<file path="src/rtl/byte_pair_pkg.sv">
// Shared types for the byte-pair packer: FSM state, byte/halfword aliases and word assembly.
package byte_pair_pkg;

    typedef enum logic {EMPTY = 1'b0, HALF = 1'b1} pack_state_t;

    typedef logic [7:0]  byte_t;
    typedef logic [15:0] half_t;

    localparam int WORD_CNT_W = 16;

    // Order the two bytes of a pair into {hi, lo}.
    function automatic half_t pair_word(input byte_t first, input byte_t second,
                                        input logic hi_first);
        return hi_first ? {first, second} : {second, first};
    endfunction

endpackage

</file>
<file path="src/rtl/byte_pair_packer.sv">
// Streaming byte-to-halfword assembler with valid/ready on both sides.
// Optional flush of a partial word via in_last/out_last when PACKER_FLUSH_EN is defined.
module byte_pair_packer
    import byte_pair_pkg::*;
#(
    parameter logic       HI_FIRST = 1'b1,
    parameter logic [7:0] PAD_BYTE = 8'h00
) (
    input  logic                  clk,
    input  logic                  reset,
    input  logic [7:0]            in_byte,
    input  logic                  in_valid,
    output logic                  in_ready,
    output logic [7:0]            out_hi,
    output logic [7:0]            out_lo,
    output logic                  out_valid,
    input  logic                  out_ready,
    output logic [WORD_CNT_W-1:0] word_count
`ifdef PACKER_FLUSH_EN
    ,
    input  logic                  in_last,
    output logic                  out_last
`endif
);

    pack_state_t state;
    byte_t       first_byte;
    logic        last_in;
    logic        accept;
    logic        take;
    logic        load;
    half_t       new_word;

`ifdef PACKER_FLUSH_EN
    assign last_in = in_last;
`else
    assign last_in = 1'b0;
`endif

    // A byte may complete a word (HALF, or a flushing byte in EMPTY) only when
    // the word register is free or being drained this cycle.
    assign in_ready = !reset && (!out_valid || out_ready || (state == EMPTY && !last_in));

    assign accept   = in_valid && in_ready;
    assign take     = out_valid && out_ready;
    assign load     = accept && (state == HALF || last_in);
    assign new_word = (state == HALF) ? pair_word(first_byte, in_byte, HI_FIRST)
                                      : pair_word(in_byte, PAD_BYTE, HI_FIRST);

    always_ff @(posedge clk) begin
        if (reset) begin
            state      <= EMPTY;
            first_byte <= 8'h00;
            out_hi     <= 8'h00;
            out_lo     <= 8'h00;
            out_valid  <= 1'b0;
            word_count <= '0;
        end else begin
            if (load) begin
                {out_hi, out_lo} <= new_word;
                out_valid        <= 1'b1;
                state            <= EMPTY;
            end else begin
                if (take)
                    out_valid <= 1'b0;
                if (accept) begin
                    first_byte <= in_byte;
                    state      <= HALF;
                end
            end
            if (take)
                word_count <= word_count + WORD_CNT_W'(1);
        end
    end

`ifdef PACKER_FLUSH_EN
    always_ff @(posedge clk) begin
        if (reset)
            out_last <= 1'b0;
        else if (load)
            out_last <= last_in;
    end
`endif

endmodule

</file>
<file path="config.mk">
export PLATFORM = sky130hd
export DESIGN_NAME = byte_pair_packer
export DESIGN_NICKNAME = d
export VERILOG_FILES = /design/src/rtl/byte_pair_pkg.sv /design/src/rtl/byte_pair_packer.sv
export SDC_FILE = /design/constraint.sdc
export NUM_CORES = 1
export LEC_CHECK = 0
export ABC_AREA = 1
export BUFFER_PORTS_ARGS = -buffer_cell sky130_fd_sc_hd__buf_2
export CORE_MARGIN = 2
export CORE_UTILIZATION = 49
export DETAILED_ROUTE_END_ITERATION = 10
export GPL_ROUTABILITY_DRIVEN = 1
export PLACE_DENSITY = 0.86
export SETUP_SLACK_MARGIN = 0.05
export SLEW_MARGIN = 5
export SYNTH_ARGS = -nofsm -noshare
export SYNTH_HDL_FRONTEND = slang
export SYNTH_SLANG_ARGS = --single-unit
</file>
<file path="constraint.sdc">
create_clock -name clk -period 1.8 [get_ports clk]
set_clock_uncertainty 0.1 [all_clocks]
set_input_delay 0.09 -clock clk [delete_from_list [all_inputs] [get_ports clk]]
set_output_delay 0.09 -clock clk [all_outputs]
set_load 0.03 [all_outputs]
</file>
==> results of run 1 <==
[worst reg2reg max path, cell delays in order, from the launching register on]
cell and delay [ps]:
dfxtp_1 410, ha_1 170, inv_1 80, nor2_8 170, nand3_2 120, nor2_2 120, nand2_1 60, nand2_1 50
nor2_1 40
[cells by family after synthesis]
kind of cell | count (synthesis) | synth area share (%)
AND/OR/NAND/NOR | 72 | 21.1
XOR/XNOR | 2 | 0.959
adder cells (fa/ha/maj) | 1 | 0.685
buffers and inverters | 51 | 12.3
AO/OA/AOI/OAI | 68 | 19.0
flip-flops | 42 | 46.0
[cell type report]
cell class	count	area [µm²]
clock buffer	7	86.3
clock inverter	1	5.00
fill	355	1390
inverter	43	161
multi-input combinational	144	774
sequential	42	841
tap	48	60.1
timing repair buffer	54	313
[report_power, final]
| part | switching [W] | internal (W) | leakage [nW] |
|---|---|---|---|
| logic | 0.000112 | 0.0000617 | 0.592 |
| clock network | 0.000300 | 0.000309 | 0.0482 |
| registers | 0.0000191 | 0.000960 | 0.341 |
| total | 0.000431 | 0.00133 | 0.981 |
[synth_stat cells (all sizes together)]
cell type and instances:
xor2 2, a21oi 32, inv 43, nor2 28, dfxtp 42, o21a 1
o21ai 33, nand4 2, nand3 13, buf 7, ha 1, a31oi 1
nand2 27, o211ai 1, clkbuf 1, nor3 2
[flip-flops by register name, summed over array words and instances (netlist names)]
signal / cells
word_count: 16
first_byte: 8
out_valid: 1
state: 1
out_lo: 8
out_hi: 8
[worst paths after layout]
| check | from | endpoint | slack, ps |
|---|---|---|---|
| min reg2reg | first_byte[5] | first_byte[5] | 340 |
| max reg2reg | word_count[1] | word_count[14] | 390 |
| min | in_byte[7] | out_lo[7] | 10 |
| max | reset | out_lo[7] | 150 |
[stage by stage]
stage / power (W) / cells / util, % / setup slack [ps] / hold WS [ps]
6_report: 0.00176 / 339 / 61.7 / 145 / 11.3
5_1_grt: 0.00186 / 339 / 61.7 / 4.68 / 6.24
2_1_floorplan: 0.00111 / 236 / - / 255 / 59.1
4_1_cts: 0.00178 / 338 / 61.3 / 67.4 / 0.0170
3_5_place_dp: 0.00116 / 322 / 56.6 / 300 / 253
3_3_place_gp: 0.00115 / 322 / 56.6 / 350 / 253
[what timing repair did]
item                                    CTS  global route
hold buffers                              8             0
endpoints found under the hold margin    14             0
endpoints found under the setup margin    0            18
[routing by layer]
metal,routed length [µm],vias up,part of all wire [%]
met5,0,-,0
met4,65,0,1.6
met3,257,7,6.5
met2,1920,48,49
met1,1700,758,43
li1,-,872,-
==> results.md, run 1 <==
- Unique masters post-synth: 27
- Setup crit end kind: flip-flop
- Vert. Die Dim: 65.1 µm
- Hold Vio Cnt, Final: 0
- Post-Synthesis Cells: ~240
- CP max stage delay: 530 ps
- Clock latency on the worst-skew pair: 290 ps
- Peak VDD IR: 0.000483 V
- Req. time, crit path: 1910 ps
- Period utilization: between 90% and 100%
- Yosys top cell area share: 46.0%
- RSZ-0062 raised after global routing: true
- Most frequent cells in the layout: buf_2, inv_1, dfxtp_1, a21oi_1, nand2_1
- Placer Congestion: 0.916
- GRT Total Usage: 20.6%
- Post-DP HPWL: 2670 µm
- Synth Warn #: 0
- Avg Cell Area, Syn: 7.74 µm²
- Number of global-route vias before repair: around 1,600
- Post-route minimum period: 1650 ps
- Total negative slack: 0 ps
- Final Cell Area: approximately 2200 µm²
- Max-slew violation count: 0
- Drt pass-1 iters: 5
- Die Area: 4230 µm²
- P per Cell Area: 787 nW/µm²
- Register area share after synthesis: a little under half
- Top cells by area, synth: dfxtp_1, a21oi_1, inv_1, o21ai_0, nand2_1
- Global route hottest layer: met2
- DRC: 0
- Mapped cell area: 1830 µm²
- Row count: 22
- H-tree levels: 2
- Slew of the pin with the lowest slew margin: approximately 470 ps
- Critical Path Start Type: primary input
- Final setup vio count: 0
- Met3 usage: 7.29%
- DRT iter0 DRCs: 79
- First-pass GRT wire length: 6790 µm
- CTS resizes: 0
- R2R cell count: 8
- Status: finished clean
- Met2 usage: 34.4%
- Commonest non-fill, non-tap cell in the layout: buf_2
- Post-DR wirelength/cell: 11.6 µm
- Clock slew at reported path FFs: 70 ps
- Fmax: 604 MHz
- Syn Nets: 249
- Clk sinks: 42
- GRT met1 Usage: 23.7%
- Crit Path Max Fanout: 20
- Vias per cell: 4.97
- Max Cap Viol: 0
- Initial antenna violation count: 0
- Die width: 65.1 µm
- Crit path cell chain: dlygate4sd3_1 > buf_2 > inv_2 > nand4_2 > a21oi_1
- Total wire length: 3940 µm
- Area growth syn-to-layout: 22.7%
- Total CTS buffers: 5
- Leakage power: 0.981 nW
- Gr ovfl total: 0
- Relative slew slack: a little under 70%
- Number of port buffers: 45
- Starting Density: 50.3%
- Number of cells on the critical path: 5
- Nets: 303
- Diode count: 0
- Arr. time, crit path: 1770 ps
- Crit path buf inv count: 3
- Number of synthesized register bits: 42
- Slowest CP cell: dlygate4sd3_1
- Boundary Pins: 46
- Routed via count: ~1,700
- Antenna viol nets, final: 0
- DP Area: 2060 µm²
- Post-CTS Setup Repair Bufs: 0
- Hold Crit Depth: 3
- Share of cells above drive strength 1: 23.7%
- Core Box Area: ~3600 µm²
- Crit path kind: primary input to flip-flop
- CTS tree: done
- Clk buf depth: 2
- Leading area contributor after synthesis: dfxtp_1
- Min-Delay Path Class: primary input to flip-flop
- CP top delay family: buffers and inverters
- Largest net degree at the start of global routing: 35
- Root buffer cell: clkbuf_8
Power figures use the tool's default switching activity.
==> run 2: changes to the inputs <==
--- a/config.mk
+++ b/config.mk
@@ -5,13 +5,12 @@
 export SDC_FILE = /design/constraint.sdc
 export NUM_CORES = 1
 export LEC_CHECK = 0
-export ABC_AREA = 1
 export BUFFER_PORTS_ARGS = -buffer_cell sky130_fd_sc_hd__buf_2
 export CORE_MARGIN = 2
 export CORE_UTILIZATION = 49
 export DETAILED_ROUTE_END_ITERATION = 10
 export GPL_ROUTABILITY_DRIVEN = 1
-export PLACE_DENSITY = 0.86
+export PLACE_DENSITY = 0.87
 export SETUP_SLACK_MARGIN = 0.05
 export SLEW_MARGIN = 5
 export SYNTH_ARGS = -nofsm -noshare
==> results.md, run 2 <==
- Status: finished clean (unchanged)
- Antenna viol nets, final: 0 (unchanged)
- Diode count: 0 (unchanged)
- Register area share after synthesis: 49.2% (was 46.0%)
- Global route hottest layer: met2 (unchanged)
- Post-Synthesis Cells: 186 (was 236)
- Synth Warn #: 0 (unchanged)
- Post-synth EDFFs: 0 (unchanged)
- Pre-CTS setup slack: 176 ps (was 300 ps)
- Cell internal pwr: 0.00130 W (was 0.00133 W)
- Die Area: 3970 µm² (was 4230 µm²)
- Slew of the pin with the lowest slew margin: 652 ps (was 468 ps)
- Crit path kind: flip-flop to flip-flop (was primary input to flip-flop)
- Total wire length: 3540 µm (was 3940 µm)
- Met3 usage: 3.42% (was 7.29%)
- GRT met1 Usage: 23.6% (was 23.7%)
- Top cells by area, synth: dfxtp_1, mux2i_1, nor2_1, nand2_1, xnor2_1 (was dfxtp_1, a21oi_1, inv_1, o21ai_0, nand2_1)
- Starting Density: 51.2% (was 50.3%)
- Share of cells above drive strength 1: 28.3% (was 23.7%)
- Clock slew at reported path FFs: 120 ps (was 70 ps)
- Drt pass-1 iters: 4 (was 5)
- Sw Pwr: 0.000386 W (was 0.000431 W)
- Number of synthesized register bits: 42 (unchanged)
- H-tree levels: 2 (unchanged)
- Req. time, crit path: 1950 ps (was 1910 ps)
- Post-CTS Setup Repair Bufs: 0 (unchanged)
- RSZ-0062 raised after global routing: true (unchanged)
- Max-slew violation count: 0 (unchanged)
- R2R cell count: 5 (was 8)
- Initial antenna violation count: 0 (unchanged)
- Root buffer cell: clkbuf_4 (was clkbuf_8)
- Commonest non-fill, non-tap cell in the layout: buf_2 (unchanged)
- Gr ovfl total: 0 (unchanged)
- Period utilization: 91.5% (was 91.9%)
- Clock Power Share: 35.2% (was 34.6%)
- Post-DR wirelength/cell: 12.2 µm (was 11.6 µm)
- Largest reg by FF count: word_count (unchanged)
- Combinational fraction of design power: 7.7% (was 9.8%)
- DRT iter0 DRCs: 58 (was 79)
- Yosys top cell area share: 49.2% (was 46.0%)
- GRT Total Usage: 19.9% (was 20.6%)
- Avg Cell Area, Syn: 9.18 µm² (was 7.74 µm²)
- DRC: 0 (unchanged)
- Relative slew slack: 56.5% (was 68.7%)
- Critical Path Start Type: flip-flop (was primary input)
- Met2 usage: 34.2% (was 34.4%)
- Boundary Pins: 46 (unchanged)
- Die width: 63.0 µm (was 65.1 µm)
- Slowest CP cell: dfxtp_1 (was dlygate4sd3_1)
- Routed via count: 1,415 (was 1,685)
- PnR worst setup slack: 153 ps (was 145 ps)
- Core Box Area: 3340 µm² (was 3630 µm²)
- Placer Congestion: 0.766 (was 0.916)
- Total negative slack: 0 ps (unchanged)
- Post-route minimum period: 1650 ps (about the same)
- Unique masters post-synth: 30 (was 27)
- Number of global-route vias before repair: 1,381 (was 1,603)
- Crit path cell chain: ha_1 > nand4_2 > nor4_1 > xnor2_1 > nor2_1 (was dlygate4sd3_1 > buf_2 > inv_2 > nand4_2 > a21oi_1)
- Mapped cell area: 1710 µm² (was 1830 µm²)
- Reg-to-reg endpoint: word_count[12] (was word_count[14])
- Largest net degree at the start of global routing: 18 (was 35)
- Total CTS buffers: 5 (unchanged)
- Area growth syn-to-layout: 26.9% (was 22.7%)
- CTS tree: done (unchanged)
- Leakage power: 1.05 nW (was 0.981 nW)
- Hold Crit Depth: 2 (was 3)
- Async set or reset register ratio after synthesis: 0% (unchanged)
- Max Cap Viol: 0 (unchanged)
- Most common cell in the netlist: dfxtp_1
- Setup crit start: word_count[1] (was reset)
- Final setup vio count: 0 (unchanged)
- Reg-to-reg slack, setup: 150 ps (was 390 ps)
- Nets: 256 (was 303)
- Number of port buffers: 45 (unchanged)
- P per Cell Area: 776 nW/µm² (was 787 nW/µm²)
- Max reg flops: 16 (unchanged)
- Worst hold endpoint: first_byte[3] (was out_lo[7])
- Setup crit end kind: flip-flop (unchanged)
- Seq pwr share: 57.1% (was 55.6%)
- Top cells by count, synth: dfxtp_1, nor2_1, nand2_1 (was dfxtp_1, inv_1, a21oi_1)
- First-pass GRT wire length: 6200 µm (was 6790 µm)
- Vias per cell: 4.88 (was 4.97)
- Min-delay src: first_byte[3] (was in_byte[7])
- Vert. Die Dim: 63.0 µm (was 65.1 µm)
- Reg-to-Reg Start: word_count[1] (unchanged)
- Crit Path Max Fanout: 7 (was 20)
- Clock latency on the worst-skew pair: 360 ps (was 290 ps)
- Clk sinks: 42 (unchanged)
- Leading area contributor after synthesis: dfxtp_1 (unchanged)
- Most frequent cells in the layout: buf_2, dfxtp_1, nor2_1, nand2_1, mux2i_1 (was buf_2, inv_1, dfxtp_1, a21oi_1, nand2_1)
- Row count: 21 (was 22)
- Peak VDD IR: 0.000499 V (was 0.000483 V)
- Arr. time, crit path: 1800 ps (was 1770 ps)
- Hold Vio Cnt, Final: 0 (unchanged)
- CP max stage delay: 440 ps (was 530 ps)
- Syn Nets: 199 (was 249)
- Post-DP HPWL: 2480 µm (was 2670 µm)
- Net Sw Frac: 22.9% (was 24.5%)
- Clk buf depth: 2 (unchanged)
- Fmax: 607 MHz (was 604 MHz)
- Ys flop type: dfxtp_1 (unchanged)
- Min-Delay Path Class: flip-flop to flip-flop (was primary input to flip-flop)
-- run 2: changes by cell type after synthesis, sizes merged, moves of 4 or more --
cell / delta
a21oi: -20
buf: -4
clkbuf: +7
inv: -40
mux2i: +16
nand2: -5
nand3: -5
nor2: +7
nor2b: +4
o21ai: -32
xnor2: +9
-- run 2: timing repair --
| item | 4_1_cts | 5_1_grt |
|---|---|---|
| hold endpoints to repair | 21 | 0 |
| gates resized for setup | 0 | 1 |
| endpoints found under the setup margin | 0 | 3 |
| hold buffers | 11 | 0 |
-- run 2: worst max-delay path by stage --
stage / endpoint / slack [ps] / cells after the start
floorplan: word_count[15] / 80 / 4
global placement: word_count[12] / 220 / 5
detailed placement: word_count[12] / 180 / 5
CTS: word_count[12] / 150 / 5
global route: word_count[12] / 4 / 5
finish: word_count[12] / 150 / 5
-- run 2: power by group through the flow --
| stage | Clock, W | Sequential [W] | Combinational [W] |
|---|---|---|---|
| 2_1_floorplan | 0 | 0.000991 | 0.0000649 |
| 3_3_place_gp | 0 | 0.000980 | 0.000108 |
| 3_5_place_dp | 0 | 0.000981 | 0.000110 |
| 4_1_cts | 0.000605 | 0.000960 | 0.000129 |
| 5_1_grt | 0.000641 | 0.000963 | 0.000142 |
| 6_report | 0.000592 | 0.000960 | 0.000130 |
-- run 2: per-layer routing --
metal	vias up	wire, µm
met4	0	83
met1	652	1610
li1	729	-
met3	7	124
met2	27	1720
met5	-	0
-- run 2: logic make-up after synthesis --
kind of cell / synth area share [%]
flops: 49.2
mux: 11.6
compound gates: 4.18
xor+xnor: 5.64
simple gates: 24.8
fa+ha+maj: 0.732
buf+inv: 3.88
-- run 2: layout make-up --
type / count / area [µm²]
Fill cell: 281 / 1170
Clock buffer: 6 / 41.3
Multi-Input combinational cell: 130 / 801
Timing Repair Buffer: 61 / 373
Inverter: 3 / 11.3
Tap cell: 46 / 57.6
Clock inverter: 2 / 37.5
Sequential cell: 42 / 846
-- run 2: per-stage QoR --
step	hold WS (ps)	total power [W]	cells	cell area, µm²	utilization (%)
floorplan	126	0.00106	186	1710	-
global placement	237	0.00109	271	1980	59.2
detailed placement	248	0.00109	271	1980	59.2
CTS	366	0.00169	290	2170	64.9
global route	381	0.00175	290	2170	64.9
finish	363	0.00168	290	2170	64.9
-- run 2: worst max-delay path: cells and delay by family (launching register included) --
family / cells / cell delay [ps]
adders and majority gates: 1 / 220
and+or+nand+nor: 3 / 620
xor gates and xnor gates: 1 / 160
DFF: 1 / 440
==> run 3: changes to the inputs <==
--- a/config.mk
+++ b/config.mk
@@ -10,8 +10,8 @@
 export CORE_UTILIZATION = 49
 export DETAILED_ROUTE_END_ITERATION = 10
 export GPL_ROUTABILITY_DRIVEN = 1
-export PLACE_DENSITY = 0.87
-export SETUP_SLACK_MARGIN = 0.05
+export PLACE_DENSITY = 0.75
+export SETUP_SLACK_MARGIN = 0.4
 export SLEW_MARGIN = 5
 export SYNTH_ARGS = -nofsm -noshare
 export SYNTH_HDL_FRONTEND = slang
==> results.md, run 3 (synthesis gave the netlist of run 2 again) <==
- Total negative slack: 0 ps (unchanged)
- Die Area: 3970 µm² (unchanged)
- Peak VDD IR: 0.000573 V (was 0.000499 V)
- Crit path cell chain: nand3_4 > nor4_4 > nand3_2 > mux2_4 (was ha_1 > nand4_2 > nor4_1 > xnor2_1 > nor2_1)
- Min-Delay Path Class: primary input to flip-flop (was flip-flop to flip-flop)
- Most frequent cells in the layout: buf_2, nor2_1, dfxtp_1, nand2_1, buf_4 (was buf_2, dfxtp_1, nor2_1, nand2_1, mux2i_1)
- Clock slew at reported path FFs: 120 ps (about the same)
- Total wire length: 4200 µm (was 3540 µm)
- Slowest CP cell: dfxtp_4 (was dfxtp_1)
- Relative slew slack: 71.8% (was 56.5%)
- Leakage power: 1.16 nW (was 1.05 nW)
- Crit Path Max Fanout: 5 (was 7)
- Reg-to-Reg Start: word_count[7] (was word_count[1])
- Max reg flops: 16 (unchanged)
- Largest reg by FF count: word_count (unchanged)
- Diode count: 0 (unchanged)
- First-pass GRT wire length: 6420 µm (was 6200 µm)
- CP max stage delay: 400 ps (was 440 ps)
- R2R cell count: 4 (was 5)
- Root buffer cell: clkbuf_4 (unchanged)
- Clk buf depth: 2 (unchanged)
- Reg-to-reg endpoint: word_count[15] (was word_count[12])
- Reg-to-reg slack, setup: 330 ps (was 150 ps)
- Row count: 21 (unchanged)
- Combinational fraction of design power: 9.1% (was 7.7%)
- H-tree levels: 2 (unchanged)
- Hold Crit Depth: 3 (was 2)
- Worst hold endpoint: word_count[8] (was first_byte[3])
- Boundary Pins: 46 (unchanged)
- Sw Pwr: 0.000390 W (was 0.000386 W)
- Hold Vio Cnt, Final: 0 (unchanged)
- Vias per cell: 5.07 (was 4.88)
- Post-route minimum period: 1470 ps (was 1650 ps)
- Seq pwr share: 59.9% (was 57.1%)
- Initial antenna violation count: 0 (unchanged)
- Number of port buffers: 45 (unchanged)
- Min-delay src: reset (was first_byte[3])
- Post-DR wirelength/cell: 13.8 µm (was 12.2 µm)
- Core Box Area: 3340 µm² (unchanged)
- Drt pass-1 iters: 4 (unchanged)
- Commonest non-fill, non-tap cell in the layout: buf_2 (unchanged)
- Number of global-route vias before repair: 1,412 (was 1,381)
- DP Area: 2010 µm² (was 1980 µm²)
- Fmax: 679 MHz (was 607 MHz)
- Share of cells above drive strength 1: 39.5% (was 28.3%)
- Clock Power Share: 31.0% (was 35.2%)
- Status: finished clean (unchanged)
- Max Cap Viol: 0 (unchanged)
- Clk sinks: 42 (unchanged)
- Nets: 270 (was 256)
- Period utilization: 81.9% (was 91.5%)
- DRC: 0 (unchanged)
- CTS tree: done (unchanged)
- Setup crit start: word_count[7] (was word_count[1])
- Post-DP HPWL: 2500 µm (was 2480 µm)
- Critical Path Start Type: flip-flop (unchanged)
- Gr ovfl total: 0 (unchanged)
- DRT iter0 DRCs: 61 (was 58)
- Setup crit end kind: flip-flop (unchanged)
- Antenna viol nets, final: 0 (unchanged)
- Arr. time, crit path: 1630 ps (was 1800 ps)
- Die width: 63.0 µm (unchanged)
- Crit path kind: flip-flop to flip-flop (unchanged)
- P per Cell Area: 660 nW/µm² (was 776 nW/µm²)
- Total CTS buffers: 5 (unchanged)
- Net Sw Frac: 24.8% (was 22.9%)
- Final setup vio count: 0 (unchanged)
- RSZ-0062 raised after global routing: true (unchanged)
- Placer Congestion: 0.829 (was 0.766)
- Final Cell Area: 2380 µm² (was 2170 µm²)
- Clock latency on the worst-skew pair: 350 ps (was 360 ps)
- Cell internal pwr: 0.00118 W (was 0.00130 W)
- Max-slew violation count: 0 (unchanged)
- Starting Density: 51.2% (unchanged)
- GRT Total Usage: 21.2% (was 19.9%)
- Req. time, crit path: 1950 ps (about the same)
- Area growth syn-to-layout: 39.6% (was 26.9%)
- PnR worst setup slack: 326 ps (was 153 ps)
- Largest net degree at the start of global routing: 20 (was 18)
- Routed via count: 1,540 (was 1,415)
- Slew of the pin with the lowest slew margin: 422 ps (was 652 ps)
- Pre-CTS setup slack: 248 ps (was 176 ps)
- Vert. Die Dim: 63.0 µm (unchanged)
## run 3: worst max-delay path: cells and delay by family, from the launching register on
family,cells,cell delay (ps)
DFF,1,400
and+or+nand+nor,3,570
muxes,1,310
## run 3: timing repair
action,in CTS,in global routing
endpoints found under the hold margin,26,0
pin swaps,6,5
hold buffers,12,0
gates resized for setup,10,11
endpoints found under the setup margin,6,21
cloned,0,1
buffers inserted,5,7
## run 3: through the flow
stage | hold WS [ps] | instances | util, % | total power (W)
2_1_floorplan | 126 | 186 | - | 0.00105
6_report | 53.5 | 304 | 71.5 | 0.00157
3_5_place_dp | 246 | 271 | 60.3 | 0.00108
5_1_grt | 74.0 | 304 | 71.5 | 0.00163
4_1_cts | 53.9 | 296 | 68.5 | 0.00157
3_3_place_gp | 240 | 271 | 60.3 | 0.00108
## run 3: how the worst max path moves through the flow
stage                           to  slack (ps)  cells past startpoint
finish              word_count[15]         330                      4
global route        word_count[15]         260                      4
CTS                 word_count[15]         340                      4
detailed placement  word_count[14]         250                      5
global placement    word_count[15]         290                      4
floorplan           word_count[15]         230                      5
## run 3: cell type report
cell class,count,area [µm²]
Fill cell,260,952
Multi-Input combinational cell,130,883
Inverter,3,11.3
Timing Repair Buffer,75,484
Clock buffer,7,55.1
Sequential cell,42,888
Tap cell,46,57.6
Clock inverter,1,5.00
## run 3: layer usage
metal	track usage (%)	share of wire [%]
met4	10.3	2.1
met1	25.1	43
met2	34.2	50
met3	7.39	4.9
met5	0	0
## run 3: power groups by stage
stage	combinational, W	clock [W]	sequential [W]
finish	0.000144	0.000488	0.000942
global placement	0.000111	0	0.000970
global route	0.000156	0.000529	0.000945
CTS	0.000136	0.000493	0.000945
floorplan	0.0000669	0	0.000981
detailed placement	0.000113	0	0.000971
